$ cat config.mk
export PLATFORM = sky130hd
export DESIGN_NAME = gb_csr_bank_flat
export DESIGN_NICKNAME = d
export VERILOG_FILES = /design/src/rtl/gb_pkg.sv /design/src/rtl/gb_csr_bank_if.sv /design/src/rtl/gb_rd_pipe.sv /design/src/rtl/gb_csr_bank.sv /design/src/flat_wrapper.sv
export SDC_FILE = /design/constraint.sdc
export NUM_CORES = 1
export LEC_CHECK = 0
export CAP_MARGIN = 10
export CELL_PAD_IN_SITES_DETAIL_PLACEMENT = 1
export CELL_PAD_IN_SITES_GLOBAL_PLACEMENT = 2
export CORE_UTILIZATION = 32
export DETAILED_ROUTE_END_ITERATION = 8
export PLACE_DENSITY_LB_ADDON = 0.1
export SYNTH_ARGS = -nofsm -noshare
export SYNTH_HDL_FRONTEND = slang
export SYNTH_HIERARCHICAL = 1
export SYNTH_SLANG_ARGS = --single-unit
$ cat constraint.sdc
create_clock -name clk -period 3.4 [get_ports clk]
set_input_delay 1.02 -clock clk [delete_from_list [all_inputs] [get_ports clk]]
set_output_delay 1.02 -clock clk [all_outputs]
set_load 0.005 [all_outputs]
$ cat src/rtl/gb_pkg.sv
// Shared ghostbus definitions: fixed offsets, hit classification and a
// constant-evaluable clog2 for sizing address fields.
package gb_pkg;

  localparam int unsigned STAT_OFF = 'h1F;

  typedef enum logic [1:0] {
    HIT_NONE,
    HIT_REG,
    HIT_STAT,
    HIT_RAM
  } hit_e;

  function automatic int unsigned clog2(input int unsigned v);
    int unsigned r;
    r = 0;
    for (int unsigned i = 0; i < 32; i++) begin
      if ((64'd1 << i) < 64'(v)) r = i + 1;
    end
    return r;
  endfunction

endpackage

$ cat src/rtl/gb_csr_bank_if.sv
// Ghostbus host port bundle: word address, write/read data and strobes.
//
// Handshake: there is no ready. wstb and rstb are single-cycle strobes the
// leaf must accept in the cycle they are high (wstb only acts when we=1).
// A read strobe at cycle T returns exactly one rvalid pulse RL cycles later,
// with din holding the data in that cycle and zero in every other cycle.
interface gb_csr_bank_if #(
  parameter int unsigned AW = 24,
  parameter int unsigned DW = 32
);
  logic [AW-1:0] addr;
  logic [DW-1:0] dout;
  logic [DW-1:0] din;
  logic          we;
  logic          wstb;
  logic          rstb;
  logic          rvalid;

  modport master (
    output addr, dout, we, wstb, rstb,
    input  din, rvalid
  );

  modport slave (
    input  addr, dout, we, wstb, rstb,
    output din, rvalid
  );
endinterface

$ cat src/rtl/gb_rd_pipe.sv
// RL-stage valid/data delay line with synchronous flush. Data travels as zero
// whenever its valid bit is low, so the output can feed an OR-tree directly.
module gb_rd_pipe #(
  parameter int unsigned DW = 32,
  parameter int unsigned RL = 1
) (
  input  logic          clk,
  input  logic          rst,
  input  logic          in_valid,
  input  logic [DW-1:0] in_data,
  output logic          out_valid,
  output logic [DW-1:0] out_data
);

  logic          vld [RL];
  logic [DW-1:0] dat [RL];

  always_ff @(posedge clk) begin
    if (rst) begin
      for (int unsigned i = 0; i < RL; i++) begin
        vld[i] <= 1'b0;
        dat[i] <= '0;
      end
    end else begin
      vld[0] <= in_valid;
      dat[0] <= in_valid ? in_data : '0;
      for (int unsigned i = 1; i < RL; i++) begin
        vld[i] <= vld[i-1];
        dat[i] <= dat[i-1];
      end
    end
  end

  assign out_valid = vld[RL-1];
  assign out_data  = dat[RL-1];

endmodule

$ cat src/rtl/gb_csr_bank.sv
// Ghostbus leaf: NREG control registers, a write-1-to-clear sticky status
// word and a host-written / fabric-read RAM, behind a fixed-latency read path.
module gb_csr_bank
  import gb_pkg::*;
#(
  parameter int unsigned   AW      = 24,
  parameter int unsigned   DW      = 32,
  parameter int unsigned   GW      = 8,
  parameter int unsigned   NREG    = 4,
  parameter logic [GW-1:0] RST_VAL = GW'(8'h42),
  parameter int unsigned   NSTAT   = 8,
  parameter int unsigned   RW      = 4,
  parameter int unsigned   RD      = 8,
  parameter logic [AW-1:0] BASE    = '0,
  parameter logic [AW-1:0] RAM_OFF = AW'('h40),
  parameter int unsigned   RL      = 1
) (
  input  logic                  clk,
  input  logic                  rst,
  gb_csr_bank_if.slave          GBPORT,
  output logic [NREG*GW-1:0]    ctrl_out,
  input  logic [NSTAT-1:0]      status_in,
  input  logic [clog2(RD)-1:0]  ram_raddr,
  output logic [RW-1:0]         ram_rdata
);

  localparam int unsigned   RAW     = clog2(RD);
  localparam int unsigned   RIW     = (NREG > 1) ? clog2(NREG) : 1;
  localparam logic [AW-1:0] NREG_A  = AW'(NREG);
  localparam logic [AW-1:0] STAT_A  = AW'(STAT_OFF);
  localparam logic [AW-1:0] RAM_END = RAM_OFF + AW'(RD);

  logic [AW-1:0]    off;
  hit_e             hit;
  logic [RIW-1:0]   reg_idx;
  logic [RAW-1:0]   ram_idx;
  logic             wr_en;
  logic             rd_en;

  logic [GW-1:0]    regs [NREG];
  logic [NSTAT-1:0] sticky;
  logic [NSTAT-1:0] stat_clr;
  logic [RW-1:0]    ram [RD];
  logic [DW-1:0]    rd_data;

  // Strobes arriving while rst is high are dropped, not deferred.
  assign wr_en   = GBPORT.we & GBPORT.wstb & ~rst;
  assign rd_en   = GBPORT.rstb & ~rst;

  assign off     = GBPORT.addr - BASE;
  assign reg_idx = off[RIW-1:0];
  assign ram_idx = off[RAW-1:0];

  always_comb begin
    hit = HIT_NONE;
    if (off < NREG_A) begin
      hit = HIT_REG;
    end else if (off == STAT_A) begin
      hit = HIT_STAT;
    end else if ((off >= RAM_OFF) && (off < RAM_END)) begin
      hit = HIT_RAM;
    end
  end

  // Control registers
  always_ff @(posedge clk) begin
    if (rst) begin
      for (int unsigned k = 0; k < NREG; k++) regs[k] <= RST_VAL;
    end else if (wr_en && (hit == HIT_REG)) begin
      regs[reg_idx] <= GBPORT.dout[GW-1:0];
    end
  end

  for (genvar k = 0; k < NREG; k++) begin : g_ctrl
    assign ctrl_out[k*GW +: GW] = regs[k];
  end

  // Sticky status: a new event in the same cycle as its clear keeps the bit.
  assign stat_clr = (wr_en && (hit == HIT_STAT)) ? GBPORT.dout[NSTAT-1:0] : '0;

  always_ff @(posedge clk) begin
    if (rst) begin
      sticky <= '0;
    end else begin
      sticky <= (sticky & ~stat_clr) | status_in;
    end
  end

  // RAM is never reset; the fabric port reads the pre-write word on collision.
  always_ff @(posedge clk) begin
    if (wr_en && (hit == HIT_RAM)) begin
      ram[ram_idx] <= GBPORT.dout[RW-1:0];
    end
    ram_rdata <= ram[ram_raddr];
  end

  // Host read data is sampled from current state, so same-cycle writes are unseen.
  always_comb begin
    rd_data = '0;
    case (hit)
      HIT_REG:  rd_data[GW-1:0]    = regs[reg_idx];
      HIT_STAT: rd_data[NSTAT-1:0] = sticky;
      HIT_RAM:  rd_data[RW-1:0]    = ram[ram_idx];
      default:  rd_data            = '0;
    endcase
  end

  gb_rd_pipe #(
    .DW (DW),
    .RL (RL)
  ) u_rd_pipe (
    .clk       (clk),
    .rst       (rst),
    .in_valid  (rd_en),
    .in_data   (rd_data),
    .out_valid (GBPORT.rvalid),
    .out_data  (GBPORT.din)
  );

endmodule
$ cat src/flat_wrapper.sv
// flat-port wrapper written by rule: the top's interface ports become plain ports
module gb_csr_bank_flat import gb_pkg::*;
#(
  parameter int unsigned   AW      = 24,
  parameter int unsigned   DW      = 32,
  parameter int unsigned   GW      = 8,
  parameter int unsigned   NREG    = 4,
  parameter logic [GW-1:0] RST_VAL = GW'(8'h42),
  parameter int unsigned   NSTAT   = 8,
  parameter int unsigned   RW      = 4,
  parameter int unsigned   RD      = 8,
  parameter logic [AW-1:0] BASE    = '0,
  parameter logic [AW-1:0] RAM_OFF = AW'('h40),
  parameter int unsigned   RL      = 1
)
  (clk, rst, ctrl_out, status_in, ram_raddr, ram_rdata, GBPORT_addr, GBPORT_dout, GBPORT_we, GBPORT_wstb, GBPORT_rstb, GBPORT_din, GBPORT_rvalid);
  gb_csr_bank_if #(.AW(AW), .DW(DW)) GBPORT_i ();
  input  logic clk;
  input  logic rst;
  output logic [NREG*GW-1:0] ctrl_out;
  input  logic [NSTAT-1:0] status_in;
  input  logic [clog2(RD)-1:0] ram_raddr;
  output logic [RW-1:0] ram_rdata;
  input wire logic [$bits(GBPORT_i.addr)-1:0] GBPORT_addr;
  input wire logic [$bits(GBPORT_i.dout)-1:0] GBPORT_dout;
  input wire logic [$bits(GBPORT_i.we)-1:0] GBPORT_we;
  input wire logic [$bits(GBPORT_i.wstb)-1:0] GBPORT_wstb;
  input wire logic [$bits(GBPORT_i.rstb)-1:0] GBPORT_rstb;
  output wire logic [$bits(GBPORT_i.din)-1:0] GBPORT_din;
  output wire logic [$bits(GBPORT_i.rvalid)-1:0] GBPORT_rvalid;
  assign GBPORT_i.addr = GBPORT_addr;
  assign GBPORT_i.dout = GBPORT_dout;
  assign GBPORT_i.we = GBPORT_we;
  assign GBPORT_i.wstb = GBPORT_wstb;
  assign GBPORT_i.rstb = GBPORT_rstb;
  assign GBPORT_din = GBPORT_i.din;
  assign GBPORT_rvalid = GBPORT_i.rvalid;
  gb_csr_bank #(.AW(AW), .DW(DW), .GW(GW), .NREG(NREG), .RST_VAL(RST_VAL), .NSTAT(NSTAT), .RW(RW), .RD(RD), .BASE(BASE), .RAM_OFF(RAM_OFF), .RL(RL)) u_core (.clk(clk), .rst(rst), .GBPORT(GBPORT_i), .ctrl_out(ctrl_out), .status_in(status_in), .ram_raddr(ram_raddr), .ram_rdata(ram_rdata));
endmodule
== After elaboration in Yosys (flattened, before gate mapping) ==
Memory sizes are Yosys's and may differ from the RTL's. A register that Yosys moved wholly into a read port is not among the register bits.
Index checks and enable logic that the tools add are counted.
Word-level totals
  output and inout bits: 69
  input bits: 72
  memories kept: 4
  memory bits (writable): 73
  register bits: 8
Memory list
  u_core.ram: words 8, width 4, rd ports 2, clocked after Yosys merged registers in 1, write ports 1, line gb_csr_bank.sv:43  | logic [RW-1:0] ram [RD];
  u_core.regs: words 4, width 8, rd ports 5, clocked after Yosys merged registers in 0, write ports 4, line gb_csr_bank.sv:40  | logic [GW-1:0] regs [NREG];
  u_core.u_rd_pipe.dat: words 1, width 8, rd ports 1, clocked after Yosys merged registers in 0, write ports 1, line gb_rd_pipe.sv:16  | logic [DW-1:0] dat [RL];
  u_core.u_rd_pipe.vld: words 1, width 1, rd ports 1, clocked after Yosys merged registers in 0, write ports 1, line gb_rd_pipe.sv:15  | logic vld [RL];
Cells by class
  $lt $le $gt $ge: 3
  eq/ne operators: 4
  reduce and logical (&&, ||, !) cells: 7
  muxes and demuxes: 22
  bitwise logic cells: 7
Operators with widths (number)
  $mux 8: 4
  $eq 24x5->1 const B: 1
  $ge 24x7->1 const B: 1
  $lt 24x3->1 const B: 1
  $lt 24x7->1 const B: 1
  $reduce_or 8->1: 2
  $mux 1: 12
  $pmux 4 s3: 1
  $and 8x8->8: 1
  $mux 2: 4
  $not 8->8: 1
  $or 8x8->8: 1
  $pmux 4 s2: 1
  $eq 2x2->1 const B: 2
  $logic_and 1x1->1: 4
  $and 1x1->1: 3
  $eq 2x1->1 const B: 1
  $not 1->1: 1
  $reduce_or 1->1: 1

== Depth between registers and ports, before layout ==
Gate-level depths: netlist of run 1.
  depth in word-level cells: 12
  gate-level depth with buffers: 8
  mapped depth without buffers: 5

== By module ==
Netlist of run 1, hierarchy kept.
By module, submodules not included
  gb_csr_bank: cells each 239, seq. area each 2162.1 sq um, times used 1, area an instance 3664.8 sq um
  gb_rd_pipe: cells each 72, seq. area each 660.6 sq um, times used 1, area an instance 977.2 sq um

== Worst setup path before layout of run 1 ==
No wires, ideal clock.
  kind: in2reg
  start: input port GBPORT_addr[17]
  end: memory u_core.ram[4][0] (enable)
  data arrival time: 2.461 ns
  stages on the path: 5
  required time: 3.071 ns
  buffers on the path: 1
  setup slack: 0.610 ns
  library setup time: 0.329 ns
  cell sequence: nor3_1 > nand4_2 > buf_6 > or4_4 > nor2_1
Between the ends
  longest elaborated chain between the ends: 9
  elaborated cells on any way between the ends: 12
  classes of those cells: 3 x order compare; 2 x eq/ne; 5 x mux; 2 x reduce/logical
Ends and longest elaborated chain
  start, declared: line flat_wrapper.sv:24  | input wire logic [$bits(GBPORT_i.addr)-1:0] GBPORT_addr;
  $ge 24x7->1 / $lt 24x7->1 (equally long branches): line gb_csr_bank.sv:60  | end else if ((off >= RAM_OFF) && (off < RAM_END)) begin
  $logic_and 1x1->1: line gb_csr_bank.sv:60
  $mux 2: line gb_csr_bank.sv:60
  $mux 2: line gb_csr_bank.sv:58  | end else if (off == STAT_A) begin
  $mux 2 (*): line gb_csr_bank.sv:56  | if (off < NREG_A) begin
  $eq 2x2->1 (*): line gb_csr_bank.sv:91  | if (wr_en && (hit == HIT_RAM)) begin
  $logic_and 1x1->1 (*): line gb_csr_bank.sv:91
  $mux 1 (*): line gb_csr_bank.sv:91
  $mux 1 (not written as such) (*): line gb_csr_bank.sv:92  | ram[ram_idx] <= GBPORT.dout[RW-1:0];
  end, declared: line gb_csr_bank.sv:43
Every way passes the cells marked *; elsewhere a longest branch is shown, timed or not.

== Worst setup path in the final report of run 1 ==
  start: input port GBPORT_addr[22]
  end: memory u_core/u_rd_pipe/dat[0][7] (netlist bit)
Between the ends
  longest elaborated chain between the ends: 9
  elaborated cells on any way between the ends: 13
  classes of those cells: 3 x order compare; 3 x eq/ne; 6 x mux; 1 x reduce/logical
Ends and longest elaborated chain
  $ge 24x7->1 / $lt 24x7->1 (equally long branches): line gb_csr_bank.sv:60
  $logic_and 1x1->1: line gb_csr_bank.sv:60
  $mux 2: line gb_csr_bank.sv:60
  $mux 2: line gb_csr_bank.sv:58
  $mux 2 (*): line gb_csr_bank.sv:56
  $eq 2x2->1 / $eq 2x1->1 (equally long branches): line gb_csr_bank.sv:100  | case (hit)
  $pmux 4 s2 (*): line gb_csr_bank.sv:100
  via u_core.rd_data[7]: line gb_csr_bank.sv:44  | logic [DW-1:0] rd_data;
  $mux 8 (*): line gb_rd_pipe.sv:26  | dat[0] <= in_valid ? in_data : '0;
  $mux 8 (no line) (*)
  end, declared: line gb_rd_pipe.sv:16
Mark *: on every way through the listed nets, which the timed path passes. The rest lies on a longest branch.

==> impl_metrics.toml, run 1 <==
[floorplanning]
core_region_area_sq_mm = 0.0140
fp.dieW_um = 122
io_pins = 141
rows = 43
start_util_pct = 33.1
fp.dieH_um = 122
dieArea_sq_mm = 0.0150

[grt]
grt_pass1_vias = 3402
grt-ovfl-total = 0
grt_max_degree = 46
antenna_found_initial = 0
grt_pass1_wl_mm = 18.6
grtUsageTotal_pct = 17.2

[finish]
diodes = 0
areaGrowthSynthToFinish_pct = 43.5
nets = 561
final_common_cell = "clkdlybuf4s50_1"
drive_above_1_share_pct = 20.3
ff_latch_area_sq_mm = 0.00282
multi_input_area_sq_mm = 0.00178
final_cell_mix = "clkdlybuf4s50_1 (116), edfxtp_1 (64), dfxtp_1 (45), buf_4 (43), and3b_1 (32)"
final_cells = 673
final_util_pct = 47.4
fillCellCount = 1436

[pwr]
power.leakage_nw = 2.58
switching_power_uw = 588
p_int_mw = 2.19
clkPwrFrac_pct = 37.5
p_seq_share_pct = 52.2
fin_total_pwr_mw = 2.78
switching_share_pct = 21.2
combPwrFrac_pct = 10.3
p_per_area_mw_per_mm2 = 417
ir_worst_vdd_mv = 0.200

[clock_tree]
cts_hold_buf = 0
clk_path_buf_depth = 2
htreeDepth = 3
clkLatencyLatePin_ns = 0.35
post_cts_buffers = 0
cts_root_buf = "clkbuf_16"
clock_sinks = 109
cts_inserted_buffers = 9
cts_tree = "built"
cts_resized = 0
clk_pin_slew_ns = 0.07

[critical_path]
crit_fanout = 8
cp-start-kind = "primary input"
crit_path_top_delay_cell = "nor2_1"
worstPathArrival_ns = 3.28
crit_required_ns = 3.70
endpoint_kind = "flop"
crit_chain = "clkdlybuf4s50_1 -> nor4_2 -> nand4_2 -> buf_4 -> nor2_1 -> a22o_1 -> and3b_1"
criticalPathCategory = "primary input to flop"
cpPeakStageDelay_ns = 0.56

[placed_design]
dp_hpwl_mm = 9.14
dp.cells = 658
routabilityCongestion = 0.777
port_buffers = 116

[synth]
syn-cell-area_sq_mm = 0.00464
synth_top_flop_cell = "edfxtp_1"
synthArstFlopShare_pct = 0
synthCells = 311
ys_seq_elements = 109
ys_warn_count = 6
synth_edf_count = 64
avgSynthCellArea_sq_um = 14.9
seq_area_frac_synth_pct = 60.8
ys_types = 38

[sta]
setup_viol = 0
skew_ns = 0.0126
rsz0062_at_grt = "no"
tightest_slew_ns = 0.715
max_freq_mhz = 335
drv_slew = 0
setup_tns_ns = 0
hold_viol = 0
finalCriticalPeriod_ns = 2.98
period_share_pct = 87.8
slew_headroom_pct = 52.2

[outcome]
outcome = "completed"

[route]
wl_per_cell_um = 18.4
vias_per_cell = 4.76
dr_total_vias = 3204
route.detailed.drc = 0
first_iter_violations = 155
first_pass_iters = 4
postRouteAntennaNets = 0
wl_mm = 12.4

[min_path]
hold_path.class = "flop to flop"

[job]
maxCapViolCount = 0
-- through the flow --
| stage | hold WS (ns) | setup WS, ns | area [sq um] |
|---|---|---|---|
| floorplan | 0.476 | 0.610 | 4730 |
| global placement | 0.486 | 0.0270 | 6370 |
| detailed placement | 0.501 | 0.00749 | 6370 |
| CTS | 0.510 | 0.384 | 6660 |
| global route | 0.532 | 0.290 | 6660 |
| finish | 0.508 | 0.416 | 6660 |
-- synthesized netlist by cell type (2+ instances only) --
master,instances,area [sq um]
a2111oi_0,2,17.5
a221o_1,4,40.0
a22o_1,4,35.0
a311oi_1,8,70.1
and2_1,24,150
and3b_1,32,280
buf_2,10,50.1
buf_6,2,22.5
clkbuf_1,3,11.3
dfxtp_1,45,901
edfxtp_1,64,1920
inv_1,9,33.8
mux2_2,4,45.0
mux2i_1,6,60.1
mux4_2,22,495
nand2_1,3,11.3
nand2b_1,10,62.6
nand3_1,3,15.0
nor2_1,20,75.1
nor2b_1,4,25.0
nor3_1,4,20.0
nor3_2,2,20.0
nor4_2,3,37.5
nor4_4,5,106
or2_1,3,18.8
or2_2,2,12.5
or4_4,2,22.5
-- per-layer routing --
layer  routed length (um)  GRT usage, %  vias to the layer above
met4                   93          5.79                        0
met3                  947          4.65                        7
met2                 5940          28.5                      104
li1                     -             -                     1517
met1                 5400          21.7                     1576
met5                    0             0                        -
-- cells by family (layout without fill, tap and decap cells) --
logic type             count (synthesis)  count (layout)  synth area share (%)
and+or+nand+nor                      123             123                  19.5
muxes                                 32              32                  12.9
AOI/OAI and AO/OA                     21              21                  3.94
buffers and inverters                 25             184                  2.70
other                                  1              24                0.0808
DFF                                  109             109                  60.8
-- state kept, by name, summed over array words and instances (netlist names) --
register / count
u_core/u_rd_pipe/dat: 32
u_core/ram_rdata: 4
u_core/sticky: 8
u_core/u_rd_pipe/vld: 1
u_core/regs: 32
u_core/ram: 32
-- final timing paths --
kind	end	from	cells past startpoint	slack (ns)
setup / recovery	u_core/u_rd_pipe/dat[0][7]	GBPORT_addr[22]	7	0.42
hold / removal	u_core/sticky[0]	u_core/sticky[0]	2	0.51
setup reg to reg	u_core/u_rd_pipe/dat[0][1]	u_core/ram[1][1]	6	1.45
hold reg to reg	u_core/sticky[0]	u_core/sticky[0]	2	0.51
-- critical path: cells and delay by family --
family                 cells  cell delay, ns
and+or+nand+nor            4            1.31
buffers and inverters      2            0.67
AOI/OAI and AO/OA          1            0.28
-- power groups by stage --
| stage | Combinational (mW) | Sequential [mW] | Clock [mW] |
|---|---|---|---|
| floorplan | 0.105 | 1.48 | 0 |
| global placement | 0.286 | 1.48 | 0 |
| detailed placement | 0.288 | 1.48 | 0 |
| CTS | 0.289 | 1.45 | 1.08 |
| global route | 0.310 | 1.45 | 1.12 |
| finish | 0.285 | 1.45 | 1.04 |
-- layout make-up --
class	instances	share of cell area, %
multi-input cells	200	26.8
repair buffers	160	22.6
clock buffers	12	3.70
inverters	9	0.507
well taps	180	3.38
flip-flops and latches	109	42.4
clock inverters	3	0.658
Note: power is estimated with default switching activity, not from simulation.
==> inputs of run 2 (changes only) <==
- CORE_UTILIZATION: 32 -> 29
- SYNTH_HIERARCHICAL: 1 -> default
==> impl_metrics.toml, run 2 <==
[finish]
diodes = 0
nets = 464
final_cell_mix = "clkdlybuf4s50_1 (92), edfxtp_1 (64), buf_4 (30)"
final_common_cell = "clkdlybuf4s50_1"
top_regs = "u_core.ram (32), u_core.regs (32)"
final_util_pct = 41.1
final_cells = 573
fillCellCount = 1409
drive_above_1_share_pct = 21.9
areaGrowthSynthToFinish_pct = 38.6

[floorplanning]
start_util_pct = 29.6
rows = 42
dieArea_sq_mm = 0.0140
io_pins = 141
fp.dieH_um = 118
core_region_area_sq_mm = 0.0132
fp.dieW_um = 118

[job]
maxCapViolCount = 0

[grt]
grtUsageTotal_pct = 16.0
grt-ovfl-total = 0
grt_pass1_wl_mm = 16.0
grt_max_degree = 25
antenna_found_initial = 0
grt_pass1_vias = 2729

[clock_tree]
clk_path_buf_depth = 2
clkLatencyLatePin_ns = 0.35
cts_inserted_buffers = 9
clk_pin_slew_ns = 0.07
clock_sinks = 85
cts_hold_buf = 0
cts_resized = 0
post_cts_buffers = 0
cts_tree = "built"
htreeDepth = 3
cts_root_buf = "clkbuf_16"

[synth]
ys_types = 36
synth_top_flop_cell = "edfxtp_1"
ys_seq_elements = 85
synth_area_leaders = "edfxtp_1 (49%), mux4_2 (14%), dfxtp_1 (11%)"
seq_area_frac_synth_pct = 59.7
ys_warn_count = 0
ys_top_cells_by_count = "edfxtp_1 (64), buf_4 (25), and2_1 (24), mux4_2 (24)"
yosysTopAreaCell = "edfxtp_1"
synth_edf_count = 64
synthArstFlopShare_pct = 0
synth_top_cell_area_share_pct = 49.0
avgSynthCellArea_sq_um = 14.5
syn-cell-area_sq_mm = 0.00392
synthCells = 271
yosysMostFrequentCell = "edfxtp_1"

[route]
dr_total_vias = 2597
wl_met1_mm = 5.01
wl_mm = 10.6
wl_met2_mm = 4.89
wl_per_cell_um = 18.4
vias_per_cell = 4.53
wl_met3_um = 530
top_layer_used = "met4"
first_iter_violations = 132
route.detailed.drc = 0
postRouteAntennaNets = 0
first_pass_iters = 4

[pwr]
fin_total_pwr_mw = 2.36
power.leakage_nw = 1.93
ir_worst_vdd_mv = 0.261
p_per_area_mw_per_mm2 = 434

[sta]
slew_headroom_pct = 61.2
period_share_pct = 93.1
hold_viol = 0
drv_slew = 0
setup_ws_ns = 0.235
rsz0062_at_grt = "no"
max_freq_mhz = 316
tightest_slew_ns = 0.580
skew_ns = 0.00672
holdWs_ns = 0.499
setup_viol = 0
finalCriticalPeriod_ns = 3.17

[critical_path]
criticalPathCategory = "primary input to flop"
cpPeakStageDelay_ns = 0.56
crit_path_top_delay_cell = "or4_4"
crit_chain = "clkdlybuf4s50_1 -> or4_4 -> or3_1 -> or3_1 -> nor2_1 -> buf_4"
path_common_cell = "or3_1"
cp-start-kind = "primary input"
crit_required_ns = 3.47
worstPathArrival_ns = 3.23
r2r_setup_slack_ns = 1.99
crit_fanout = 5
endpoint_kind = "flop"

[placed_design]
dp.cells = 557
dp_hpwl_mm = 7.87
port_buffers = 92
routabilityCongestion = 0.747
preCtsSetupSlack_ns = -0.0913

[min_path]
hold_path.class = "flop to flop"

[outcome]
outcome = "completed"
[run 2: changes by cell type after synthesis, sizes merged, moves of 8 or more]
cell   change
buf       +16
a22oi      +8
dfxtp     -24
and3b     -32
[run 2: routing by layer]
metal / GRT usage, % / vias up
met3: 4.10 / 6
met5: 0 / -
li1: - / 1222
met4: 5.29 / 0
met1: 21.7 / 1279
met2: 24.9 / 90
[run 2: per-stage QoR]
step,cell area (sq um),TNS [ns]
2_1_floorplan,4010,0
3_3_place_gp,5150,-2.25
3_5_place_dp,5150,-3.45
4_1_cts,5440,0
5_1_grt,5440,0
6_report,5440,0
[run 2: cells by family after synthesis]
family / Yosys count / share of synthesized area [%]
flip-flops: 85 / 59.7
AND/OR/NAND/NOR: 84 / 13.0
buffers and inverters: 46 / 6.89
multiplexers: 32 / 15.9
AO/OA/AOI/OAI: 23 / 4.37
other: 1 / 0.0956
[run 2: cell type report]
type / count / area, sq um / share of cell area (%)
Clock buffer: 9 / 225 / 4.14
Clock inverter: 7 / 65.1 / 1.20
Inverter: 11 / 41.3 / 0.759
Multi-Input combinational cell: 163 / 1400 / 25.7
Sequential cell: 85 / 2340 / 43.1
Tap cell: 176 / 220 / 4.05
Timing Repair Buffer: 122 / 1150 / 21.1
[run 2: worst max-delay path, delay by kind of cell]
kind	cells	cell delay (ns)
buffers and inverters	2	0.60
AND/OR/NAND/NOR	4	1.61
[run 2: power breakdown]
part           total [mW]  switching [mW]  internal (mW)
logic               0.241           0.101          0.141
registers            1.16          0.0161           1.14
clock network       0.959           0.445          0.514
total                2.36           0.562           1.80
[run 2: final timing paths]
check,endpoint,cells past startpoint,startpoint
worst max-delay path,u_core.ram[7][1],6,GBPORT_addr[7]
worst min-delay path,u_core.sticky[0],2,u_core.sticky[0]
worst max register to register,u_core.u_rd_pipe.dat[0][3],4,u_core.ram[2][3]
worst min register to register,u_core.sticky[0],2,u_core.sticky[0]
==> inputs of run 3 (changes only) <==
- CORE_UTILIZATION: 29 -> 26
- clock period: 3.4 -> 2.63 ns (I/O delays scaled with it)
==> impl_metrics.toml, run 3 (synthesized netlist as in run 2, its figures left out) <==
[outcome]
outcome = "complete, but fails checks"
violations = "design-rule violations"

[clock_tree]
clkLatencyLatePin_ns = 0.35
clk_path_buf_depth = 2
cts_inserted_buffers = 9
cts_tree = "built"
cts_root_buf = "clkbuf_16"
clk_pin_slew_ns = 0.07
htreeDepth = 3
clock_sinks = 85
cts_hold_buf = 0

[floorplanning]
dieArea_sq_mm = 0.0156
rows = 44
io_pins = 141
core_region_area_sq_mm = 0.0146
start_util_pct = 26.8
fp.dieH_um = 125
fp.dieW_um = 125

[sta]
drv_slew = 0
rsz0062_at_grt = "no"
period_share_pct = 96.1
finalCriticalPeriod_ns = 2.53
slew_headroom_pct = 60.9
skew_ns = 0.00621
hold_viol = 0
tightest_slew_ns = 0.584
holdWs_ns = 0.504
max_freq_mhz = 396
setup_viol = 0

[placed_design]
dp_hpwl_mm = 8.20
dp.cells = 560
place_area_sq_mm = 0.00520
routabilityCongestion = 0.723
port_buffers = 92

[pwr]
clkPwrFrac_pct = 41.1
power.leakage_nw = 1.98
p_per_area_mw_per_mm2 = 560
ir_worst_vdd_mv = 0.300
switching_power_uw = 698
combPwrFrac_pct = 10.5
p_int_mw = 2.40
switching_share_pct = 22.5
p_seq_share_pct = 48.4

[route]
vias_per_cell = 4.55
route.detailed.drc = 22
first_iter_violations = 102
wl_per_cell_um = 19.2
wl_mm = 11.1
first_pass_iters = 6
postRouteAntennaNets = 0
dr_total_vias = 2633

[min_path]
whs_path_depth = 2
hold_path.class = "flop to flop"

[critical_path]
path_common_cell = "or3_4"
crit_path_top_delay_cell = "or3_4"
cp-start-kind = "primary input"
crit_required_ns = 2.66
cpPeakStageDelay_ns = 0.44
crit_fanout = 6
r2r_setup_slack_ns = 1.20
criticalPathCategory = "primary input to flop"
crit_chain = "dlygate4sd2_1 -> nor4_2 -> nand4_1 -> or3_4 -> or3_4 -> nor2_2"
path_depth = 6
worstPathArrival_ns = 2.55
reg2regPathDepth = 4
path_buf_inv = 1
endpoint_kind = "flop"
path_delay_family = "simple AND/OR/NAND/NOR gates"

[finish]
nets = 462
diodes = 0
finalInstanceArea_sq_mm = 0.00554
areaGrowthSynthToFinish_pct = 41.1
final_cell_mix = "clkdlybuf4s50_1 (72), edfxtp_1 (64), buf_4 (26)"
fillCellCount = 1546
final_cells = 579
drive_above_1_share_pct = 26.1
final_common_cell = "clkdlybuf4s50_1"
top_regs = "u_core.ram (32), u_core.regs (32)"

[grt]
grtUsageTotal_pct = 15.0
grt-ovfl-total = 0
grt_pass1_wl_mm = 16.6
grt_pass1_vias = 2807
antenna_found_initial = 0
grt_max_degree = 16

[job]
maxCapViolCount = 0
## run 3: cell types whose count changed in the layout (fill, tap and decap cells not counted), moves of 4 or more
| cell | change |
|---|---|
| buf_4 | -4 |
| clkdlybuf4s15_1 | +6 |
| dlygate4sd2_1 | +11 |
| nor2_1 | -6 |
| clkdlybuf4s50_1 | -20 |
## run 3: worst min-delay path: cells and delay by family (launching register included)
family	cells	cell delay, ns
flip-flops	1	0.31
AND/OR/NAND/NOR	1	0.10
AO/OA/AOI/OAI	1	0.05
## run 3: power groups by stage
stage                     combinational [mW]  sequential (mW)  clock (mW)
after floorplan                        0.143             1.53           0
after global placement                 0.333             1.53           0
after detailed placement               0.335             1.53           0
after CTS                              0.329             1.50        1.31
after global routing                   0.348             1.51        1.36
final                                  0.324             1.50        1.27
## run 3: per-layer routing
layer	global-route usage (%)	vias to the layer above	routed length (um)	part of all wire, %
met3	2.41	16	657	5.9
met1	19.6	1301	5050	45
li1	-	1213	-	-
met4	7.60	0	214	1.9
met5	0	-	0	0
met2	24.0	103	5180	47
## run 3: final cells by class
type,instances,area [sq um],area share (%)
Timing Repair Buffer,120,1130,20.4
Inverter,11,41.3,0.746
Clock buffer,9,225,4.07
Tap cell,184,230,4.16
Sequential cell,85,2340,42.3
Multi-Input combinational cell,163,1490,27.0
Clock inverter,7,75.1,1.36
## run 3: path summary, 6_finish.rpt
check,startpoint,end
max,GBPORT_addr[9],u_core.ram[4][0]
min,u_core.sticky[6],u_core.sticky[6]
max reg2reg,u_core.ram[0][0],u_core.u_rd_pipe.dat[0][0]
min reg2reg,u_core.sticky[6],u_core.sticky[6]
## run 3: metrics by stage
step | util (%) | total power, mW | setup TNS [ns] | setup WS, ns
2_1_floorplan | - | 1.67 | -1.10 | -0.0962
3_3_place_gp | 35.5 | 1.86 | -45.48 | -0.597
3_5_place_dp | 35.5 | 1.87 | -48.05 | -0.635
4_1_cts | 37.7 | 3.14 | 0 | 0.00303
5_1_grt | 37.8 | 3.22 | 0 | 0.0127
6_report | 37.8 | 3.10 | 0 | 0.102
## run 3: timing repair
item / CTS / global route
pin swaps: 10 / 4
endpoints found under the setup margin: 82 / 61
setup buffers: 3 / 0
gates resized for setup: 41 / 2
